==> src/rtl/display_mux_n.sv <==
// Time-multiplexed common-anode driver for up to 8 hex digits, with a double-buffered
// load, per-digit blink, leading-zero suppression and 16-level PWM brightness.
module display_mux_n #(
   parameter int NUM_DIGITS   = 4,
   parameter int DIV_BITS     = 11,
   parameter int BLINK_FRAMES = 128
) (
   input  logic                    clk5,
   input  logic                    reset,
   input  logic                    load,
   input  logic [4*NUM_DIGITS-1:0] dispVal,
   input  logic [NUM_DIGITS-1:0]   point,
   input  logic [NUM_DIGITS-1:0]   blink,
   input  logic                    lzs_en,
   input  logic [3:0]              brightness,
   output logic                    busy,
   output logic [7:0]              digit,
   output logic [7:0]              segment
);

   localparam int             BC_W     = (BLINK_FRAMES > 1) ? $clog2(BLINK_FRAMES) : 1;
   localparam logic [2:0]     IDX_LAST = 3'(NUM_DIGITS - 1);
   localparam logic [BC_W-1:0] BC_LAST = BC_W'(BLINK_FRAMES - 1);

   logic [DIV_BITS-1:0]     div_q, div_d;
   logic [2:0]              idx_q, idx_d;
   logic [BC_W-1:0]         bcnt_q, bcnt_d;
   logic                    phase_q, phase_d;
   logic                    busy_q, busy_d;
   logic [4*NUM_DIGITS-1:0] pend_val_q, pend_val_d, sh_val_q, sh_val_d;
   logic [NUM_DIGITS-1:0]   pend_pt_q, pend_pt_d, sh_pt_q, sh_pt_d;
   logic [NUM_DIGITS-1:0]   pend_bl_q, pend_bl_d, sh_bl_q, sh_bl_d;
   logic [7:0]              digit_q, digit_d, seg_q, seg_d;

   logic                    tick, frame_end;

   function automatic logic [6:0] font(input logic [3:0] h);
      case (h)
         4'h0: font = 7'h01;  4'h1: font = 7'h4F;  4'h2: font = 7'h12;  4'h3: font = 7'h06;
         4'h4: font = 7'h4C;  4'h5: font = 7'h24;  4'h6: font = 7'h20;  4'h7: font = 7'h0F;
         4'h8: font = 7'h00;  4'h9: font = 7'h04;  4'hA: font = 7'h08;  4'hB: font = 7'h60;
         4'hC: font = 7'h31;  4'hD: font = 7'h42;  4'hE: font = 7'h30;  default: font = 7'h38;
      endcase
   endfunction

   always_comb begin
      div_d      = div_q + DIV_BITS'(1);
      tick       = &div_q;
      frame_end  = tick && (idx_q == IDX_LAST);
      idx_d      = idx_q;
      bcnt_d     = bcnt_q;
      phase_d    = phase_q;
      busy_d     = busy_q;
      pend_val_d = pend_val_q;
      pend_pt_d  = pend_pt_q;
      pend_bl_d  = pend_bl_q;
      sh_val_d   = sh_val_q;
      sh_pt_d    = sh_pt_q;
      sh_bl_d    = sh_bl_q;

      if (tick) idx_d = (idx_q == IDX_LAST) ? 3'd0 : idx_q + 3'd1;

      if (frame_end) begin
         if (bcnt_q == BC_LAST) begin
            bcnt_d  = '0;
            phase_d = ~phase_q;
         end else begin
            bcnt_d = bcnt_q + BC_W'(1);
         end
      end

      // The shadow only ever changes on a frame boundary, so a frame is never torn.
      if (load && frame_end) begin
         sh_val_d = dispVal;
         sh_pt_d  = point;
         sh_bl_d  = blink;
         busy_d   = 1'b0;
      end else if (frame_end && busy_q) begin
         sh_val_d = pend_val_q;
         sh_pt_d  = pend_pt_q;
         sh_bl_d  = pend_bl_q;
         busy_d   = 1'b0;
      end else if (load) begin
         pend_val_d = dispVal;
         pend_pt_d  = point;
         pend_bl_d  = blink;
         busy_d     = 1'b1;
      end
   end

   logic [3:0]            nib;
   logic                  pt, bl, blank, off, all_zero;
   logic [NUM_DIGITS-1:0] zero_from;

   always_comb begin
      nib       = 4'd0;
      pt        = 1'b0;
      bl        = 1'b0;
      blank     = 1'b0;
      all_zero  = 1'b1;
      zero_from = '0;
      // zero_from[i]: every nibble from i up to the leftmost active digit is zero.
      for (int i = NUM_DIGITS - 1; i >= 0; i--) begin
         all_zero     = all_zero && (sh_val_q[4*i +: 4] == 4'd0);
         zero_from[i] = all_zero;
      end
      for (int i = 0; i < NUM_DIGITS; i++) begin
         if (idx_q == 3'(i)) begin
            nib   = sh_val_q[4*i +: 4];
            pt    = sh_pt_q[i];
            bl    = sh_bl_q[i];
            blank = lzs_en && (i != 0) && zero_from[i];
         end
      end
      off     = (bl && phase_q) || (div_q[DIV_BITS-1 -: 4] > brightness);
      digit_d = 8'hFF;
      if (!off) digit_d[idx_q] = 1'b0;
      seg_d   = {blank ? 7'h7F : font(nib), ~pt};
   end

   always_ff @(posedge clk5) begin
      if (reset) begin
         div_q      <= '0;
         idx_q      <= '0;
         bcnt_q     <= '0;
         phase_q    <= 1'b0;
         busy_q     <= 1'b0;
         pend_val_q <= '0;
         pend_pt_q  <= '0;
         pend_bl_q  <= '0;
         sh_val_q   <= '0;
         sh_pt_q    <= '0;
         sh_bl_q    <= '0;
         digit_q    <= 8'hFF;
         seg_q      <= 8'hFF;
      end else begin
         div_q      <= div_d;
         idx_q      <= idx_d;
         bcnt_q     <= bcnt_d;
         phase_q    <= phase_d;
         busy_q     <= busy_d;
         pend_val_q <= pend_val_d;
         pend_pt_q  <= pend_pt_d;
         pend_bl_q  <= pend_bl_d;
         sh_val_q   <= sh_val_d;
         sh_pt_q    <= sh_pt_d;
         sh_bl_q    <= sh_bl_d;
         digit_q    <= digit_d;
         seg_q      <= seg_d;
      end
   end

   assign busy    = busy_q;
   assign digit   = digit_q;
   assign segment = seg_q;

endmodule

==> config.mk <==
export PLATFORM = sky130hd
export DESIGN_NAME = display_mux_n
export DESIGN_NICKNAME = d
export VERILOG_FILES = /design/src/rtl/display_mux_n.sv
export SDC_FILE = /design/constraint.sdc
export NUM_CORES = 1
export LEC_CHECK = 0
export BUFFER_PORTS_ARGS = -buffer_cell sky130_fd_sc_hd__buf_2
export CAP_MARGIN = 20
export CORE_MARGIN = 2
export CORE_UTILIZATION = 40
export DETAILED_ROUTE_END_ITERATION = 10
export PLACE_DENSITY = 0.57
export SLEW_MARGIN = 15
export SYNTH_ARGS = -nofsm -noshare
export SYNTH_HDL_FRONTEND = slang
export SYNTH_SLANG_ARGS = --single-unit
==> constraint.sdc <==
create_clock -name clk5 -period 2.97 [get_ports clk5]
set_input_delay 0.4455 -clock clk5 [delete_from_list [all_inputs] [get_ports clk5]]
set_output_delay 0.4455 -clock clk5 [all_outputs]
set_load 0.01 [all_outputs]
==> results.yml, run 1 <==
final_layout:
  final_cells: 664
  drive_gt1_frac: 0.139
  layout-area-overhead-vs-synth_pct: 14.1
  final_common_cell: "nand2_1"
  antenna_cells: 0
  postLayoutCellArea_sq_um: 4450
  final_cell_mix: "nand2_1, dfxtp_1, a21oi_1"
  nNetsFinal: 574
floorplanning:
  die_w_um: 103
  ios: 49
  die_h_um: 103
  core_sq_um: 9590
  rows: 36
  die-area_sq_um: 10600
  start_util: 0.406
timing:
  min_period_ns: 2.66
  setup_ws_ns: 0.305
  slew_headroom: 0.418
  fin_worst_skew_ns: 0.00757
  finalMaxSlewViolations: 0
  period_share: 0.897
  setup_viol: 0
  hold_violations: 0
  timing.fmax_mhz: 375
  tns_ns: 0
  tightestPinTransition_ns: 0.873
  rsz0062_at_grt: "false"
synthesis:
  synth.avg_cell_area_sq_um: 8.02
  synthSimpleGateAreaFrac: 0.244
  synth_cell_types: 42
  synth_largest_area_cell: "dfxtp_1"
  muxShareOfSynthArea: 0.0128
  synth_top_area_share: 0.447
  synth_fp_nets: 534
  syn_area_sq_um: 3900
  synth-xor-area-share: 0.0247
  yosysSeqAreaShare: 0.447
  synth_adder_area_share: 0.0513
  ys_warn_count: 0
  synth_top_family_by_area: "simple AND/OR/NAND/NOR gates"
  synth_compound_area_frac: 0.179
  synth_seq_cells: 87
  synth_cells: 486
  synthTopCellsByArea: "dfxtp_1, nand2_1, a21oi_1"
clock_network:
  cts-root-buf: "clkbuf_8"
  tritoncts: "yes"
  cts-htree-levels: 3
  cts_resized: 0
  numCtsBuffers: 9
  clock-sinks: 87
  clk_latency_ns: 0.35
  cts_setup_buffers: 0
  postCtsHoldBufs: 0
  clk_pin_slew_ns: 0.09
  clockBufferDepth: 2
worst_setup_path:
  cpPeakStageDelay_ns: 0.51
  cp-start-kind: "flop"
  cp_top_family: "simple AND/OR/NAND/NOR gates"
  cp.arrival_ns: 2.91
  cp_slowest_cell: "nor3_1"
  critPathCaptureType: "flop"
  criticalPathCategory: "flop to flop"
  ff2ff_setup_slack_ns: 0.31
  critPathMaxFanout: 12
  critPathRequiredTime_ns: 3.21
  path_buf_inv: 1
  path_cells: "inv_1 > ha_1 > nor3b_1 > nor3_1 > nand2_1 > mux2i_1 > a221o_1"
power:
  p_seq_frac: 0.560
  p_sw_mw: 0.523
  swShare: 0.242
  cellPowerDensity_nw_per_um2: 486
  p_int_mw: 1.64
  peakVddDrop_v: 0.000199
  pwr-share-comb: 0.066
  leakagePower_nw: 1.74
  clockPowerShare: 0.374
place:
  portBuffers: 48
  placed_cells: 648
  place_area_sq_um: 4260
  dp_slack_ns: 0.356
  routabilityCongestion: 0.822
  dp_hpwl_mm: 5.98
flow_run:
  drv_cap: 0
grt:
  grt_remaining_overflow: 0
  grt.total_usage: 0.170
  grt_max_degree: 37
  grt_pass1_vias: 3011
  grt_first_pass_wirelength_mm: 14.3
  antenna_found_initial: 0
hold_path:
  hold_path.class: "primary input to flop"
routing:
  drt_first_pass_iters: 5
  ant_nets: 0
  drc: 0
  wl_per_cell_um: 12.7
  via_per_inst: 5.09
  dr_total_vias: 3377
  drt_iter0_drc: 163
  postRouteWirelength_mm: 8.43
outcome:
  status: "completed"
through the flow:
| step | hold slack [ns] | utilization | total power [mW] |
|---|---|---|---|
| floorplan | 0.425 | - | 1.32 |
| global placement | 0.437 | 0.444 | 1.38 |
| detailed placement | 0.444 | 0.444 | 1.38 |
| CTS | 0.321 | 0.464 | 2.19 |
| global route | 0.331 | 0.464 | 2.26 |
| finish | 0.335 | 0.464 | 2.16 |
cell type report:
type	instances	area, sq um
sequential	87	1740
multi-input combinational	358	2000
clock inverter	6	61.3
tap	133	166
fill	984	5140
timing repair buffer	57	308
inverter	13	48.8
clock buffer	10	128
Yosys cell counts:
library cell	n
nand2_1	104
dfxtp_1	87
a21oi_1	51
nor2_1	31
o21ai_0	29
clkbuf_1	23
nand3_1	20
ha_1	16
a22oi_1	15
inv_1	13
nor2b_1	9
xor2_1	8
nand3b_1	7
nand4_1	7
a21o_1	5
mux2i_1	5
nor3_1	5
o21ai_1	5
or3_1	5
nand2b_1	4
a221o_1	3
buf_2	3
nor4_1	3
xnor2_1	3
and2_1	2
and3_1	2
and4_1	2
nor3b_1	2
o21a_1	2
o221ai_1	2
or4_1	2
a2111o_1	1
a311o_1	1
a31oi_1	1
a32oi_1	1
buf_1	1
buf_4	1
nor4_2	1
o211ai_1	1
o311ai_0	1
o31ai_1	1
or2_2	1
state kept, by name, summed over array words and instances (netlist names):
signal and cells:
pend_val_q 16, sh_val_q 16, div_q 11, digit 8, segment 8, bcnt_q 7
pend_bl_q 4, pend_pt_q 4, sh_bl_q 4, sh_pt_q 4, idx_q 3, busy 1
phase_q 1
logic make-up (layout without fill, tap and decap cells):
kind of cell             Yosys count  count (layout)
buffers and inverters             41              86
AO/OA/AOI/OAI                    119             119
multiplexers                       5               5
AND/OR/NAND/NOR                  207             207
flip-flops                        87              87
XOR/XNOR                          11              11
adder cells (fa/ha/maj)           16              16
worst reg2reg max path, stage by stage (launching register included):
cell	delay, ns
dfxtp_1	0.47
inv_1	0.19
ha_1	0.37
nor3b_1	0.21
nor3_1	0.51
nand2_1	0.33
mux2i_1	0.19
a221o_1	0.29
per-layer routing:
metal / vias up / wire length (um) / global-route usage
li1: 1755 / - / -
met1: 1548 / 4480 / 0.246
met2: 62 / 3510 / 0.250
met3: 12 / 322 / 0.0346
met4: 0 / 114 / 0.0585
met5: - / 0 / 0
power groups by stage:
stage	logic, mW	registers [mW]	clock network, mW
2_1_floorplan	0.0866	1.24	0
3_3_place_gp	0.141	1.24	0
3_5_place_dp	0.144	1.24	0
4_1_cts	0.144	1.21	0.834
5_1_grt	0.162	1.21	0.884
6_report	0.143	1.21	0.809
worst paths after layout:
path / endpoint / start / depth (start not counted)
setup / recovery: segment[3]$_SDFF_PP1_ / idx_q[0]$_SDFFE_PP0P_ / 7
hold / removal: pend_pt_q[0]$_SDFFE_PP0P_ / point[0] / 3
setup reg to reg: segment[3]$_SDFF_PP1_ / idx_q[0]$_SDFFE_PP0P_ / 7
hold reg to reg: pend_pt_q[2]$_SDFFE_PP0P_ / pend_pt_q[2]$_SDFFE_PP0P_ / 2
(Power assumes the default switching activity.)
==> run 2: changes to the inputs <==
--- a/config.mk
+++ b/config.mk
@@ -7,10 +7,11 @@
 export LEC_CHECK = 0
 export BUFFER_PORTS_ARGS = -buffer_cell sky130_fd_sc_hd__buf_2
 export CAP_MARGIN = 20
+export CORE_ASPECT_RATIO = 0.5
 export CORE_MARGIN = 2
 export CORE_UTILIZATION = 40
 export DETAILED_ROUTE_END_ITERATION = 10
-export PLACE_DENSITY = 0.57
+export PLACE_DENSITY = 0.59
 export SLEW_MARGIN = 15
 export SYNTH_ARGS = -nofsm -noshare
 export SYNTH_HDL_FRONTEND = slang
==> constraint.sdc (replaced) <==
create_clock -name clk5 -period 2.37 [get_ports clk5]
set_input_delay 0.3555 -clock clk5 [delete_from_list [all_inputs] [get_ports clk5]]
set_output_delay 0.3555 -clock clk5 [all_outputs]
set_load 0.01 [all_outputs]
==> run 2 against run 1 <==
Compared with the run above:
- global-route usage up 0.77 points
- critical endpoint is now segment[6]$_SDFF_PP1_
- count of clock-buffer cells in the layout increased by 1
- core utilization grew 3.2 points
==> results.yml, run 2 (synthesis results as in run 1) <==
routing:
  drt_iter0_drc: 189
  via_per_inst: 4.95
  ant_nets: 0
  drc: 0
  postRouteWirelength_mm: 8.66
  wl_per_cell_um: 12.8
  dr_total_vias: 3348
  drt_first_pass_iters: 4
power:
  p_int_mw: 2.38
  cellPowerDensity_nw_per_um2: 653
  totalPowerFinal_mw: 3.06
  p_sw_mw: 0.674
  p_seq_frac: 0.495
  peakVddDrop_v: 0.000288
  pwr-share-comb: 0.061
  clockPowerShare: 0.444
  leakagePower_nw: 1.85
  swShare: 0.220
timing:
  rsz0062_at_grt: "false"
  setup_ws_ns: 0.164
  fin_worst_skew_ns: 0.00833
  slew_headroom: 0.643
  min_period_ns: 2.21
  timing.fmax_mhz: 453
  period_share: 0.931
  tightestPinTransition_ns: 0.536
  tns_ns: 0
  setup_viol: 0
  hold_violations: 0
  finalMaxSlewViolations: 0
floorplanning:
  core_sq_um: 9450
  rows: 25
  start_util: 0.413
  die_w_um: 144
  die_h_um: 73.8
  ios: 49
  die-area_sq_um: 10600
clock_network:
  cts-root-buf: "clkbuf_16"
  clk_latency_ns: 0.34
  tritoncts: "yes"
  clock-sinks: 87
  cts-htree-levels: 3
  clk_pin_slew_ns: 0.06
  numCtsBuffers: 9
  clockBufferDepth: 2
final_layout:
  top_regs: "pend_val_q: 16 flops, sh_val_q: 16 flops, div_q: 11 flops"
  nNetsFinal: 586
  antenna_cells: 0
  final_common_cell: "nand2_1"
  layout-area-overhead-vs-synth_pct: 20.1
  postLayoutCellArea_sq_um: 4680
  utilization: 0.496
  final_cell_mix: "nand2_1, dfxtp_1, a21oi_1"
  drive_gt1_frac: 0.170
grt:
  grt.total_usage: 0.177
  antenna_found_initial: 0
  grt_remaining_overflow: 0
  grt_pass1_vias: 3066
  grt_max_degree: 31
  grt_first_pass_wirelength_mm: 14.5
outcome:
  status: "completed"
worst_setup_path:
  critPathCaptureType: "flop"
  critPathRequiredTime_ns: 2.59
  critPathMaxFanout: 8
  criticalPathCategory: "flop to flop"
  cp.arrival_ns: 2.42
  cp-start-kind: "flop"
place:
  place_area_sq_um: 4350
  dp_hpwl_mm: 6.05
  routabilityCongestion: 0.925
  dp_slack_ns: 0.0407
  portBuffers: 48
hold_path:
  hold_path.class: "primary input to flop"
flow_run:
  drv_cap: 0
==> run 2: cell types whose count changed in the layout (fill, tap and decap cells not counted), sizes merged <==
cell	delta
buf	+12
clkinv	-2
clkbuf	+1
==> run 2: routing by layer <==
layer | vias up | GRT usage | share of wire
li1 | 1786 | - | -
met1 | 1504 | 0.240 | 0.52
met2 | 50 | 0.273 | 0.43
met3 | 8 | 0.0535 | 0.042
met4 | 0 | 0.0556 | 0.012
met5 | - | 0 | 0
==> run 2: path summary, 6_finish.rpt <==
| check | endpoint | cells after the start | slack [ns] | startpoint |
|---|---|---|---|---|
| setup reg to reg | segment[6]$_SDFF_PP1_ | 8 | 0.16 | idx_q[1]$_SDFFE_PP0P_ |
| hold / removal | pend_val_q[11]$_SDFFE_PP0P_ | 3 | 0.26 | dispVal[11] |
| hold reg to reg | pend_val_q[2]$_SDFFE_PP0P_ | 2 | 0.45 | pend_val_q[2]$_SDFFE_PP0P_ |
| setup / recovery | segment[6]$_SDFF_PP1_ | 8 | 0.16 | idx_q[1]$_SDFFE_PP0P_ |
==> run 2: power groups by stage <==
stage	clock (mW)	sequential, mW	combinational (mW)
global route	1.46	1.52	0.213
finish	1.36	1.51	0.187
CTS	1.40	1.51	0.189
floorplan	0	1.55	0.109
global placement	0	1.55	0.187
detailed placement	0	1.55	0.188
==> run 2: final cells by class <==
class | count | area, sq um
clock inverters | 4 | 47.5
repair buffers | 69 | 410
inverters | 13 | 48.8
well taps | 135 | 169
clock buffers | 11 | 233
fillers | 988 | 4760
multi-input cells | 358 | 2030
flip-flops and latches | 87 | 1750
==> run 2: critical path, stage by stage, from the launching register on <==
cell	delay, ns
dfxtp_4	0.39
inv_1	0.09
ha_2	0.20
nand3b_1	0.16
a221o_1	0.31
a21o_1	0.23
buf_4	0.14
ha_1	0.26
a221o_1	0.31
==> run 2: metrics by stage <==
stage / instances / hold WS [ns]
finish: 677 / 0.261
detailed placement: 659 / 0.445
global route: 677 / 0.258
CTS: 674 / 0.253
floorplan: 486 / 0.421
global placement: 659 / 0.437
==> run 2: timing repair <==
item | CTS | global route
resized for setup | 0 | 8
hold buffers | 0 | 0
setup buffers | 0 | 2
setup endpoints to repair | 0 | 3
hold endpoints to repair | 0 | 0
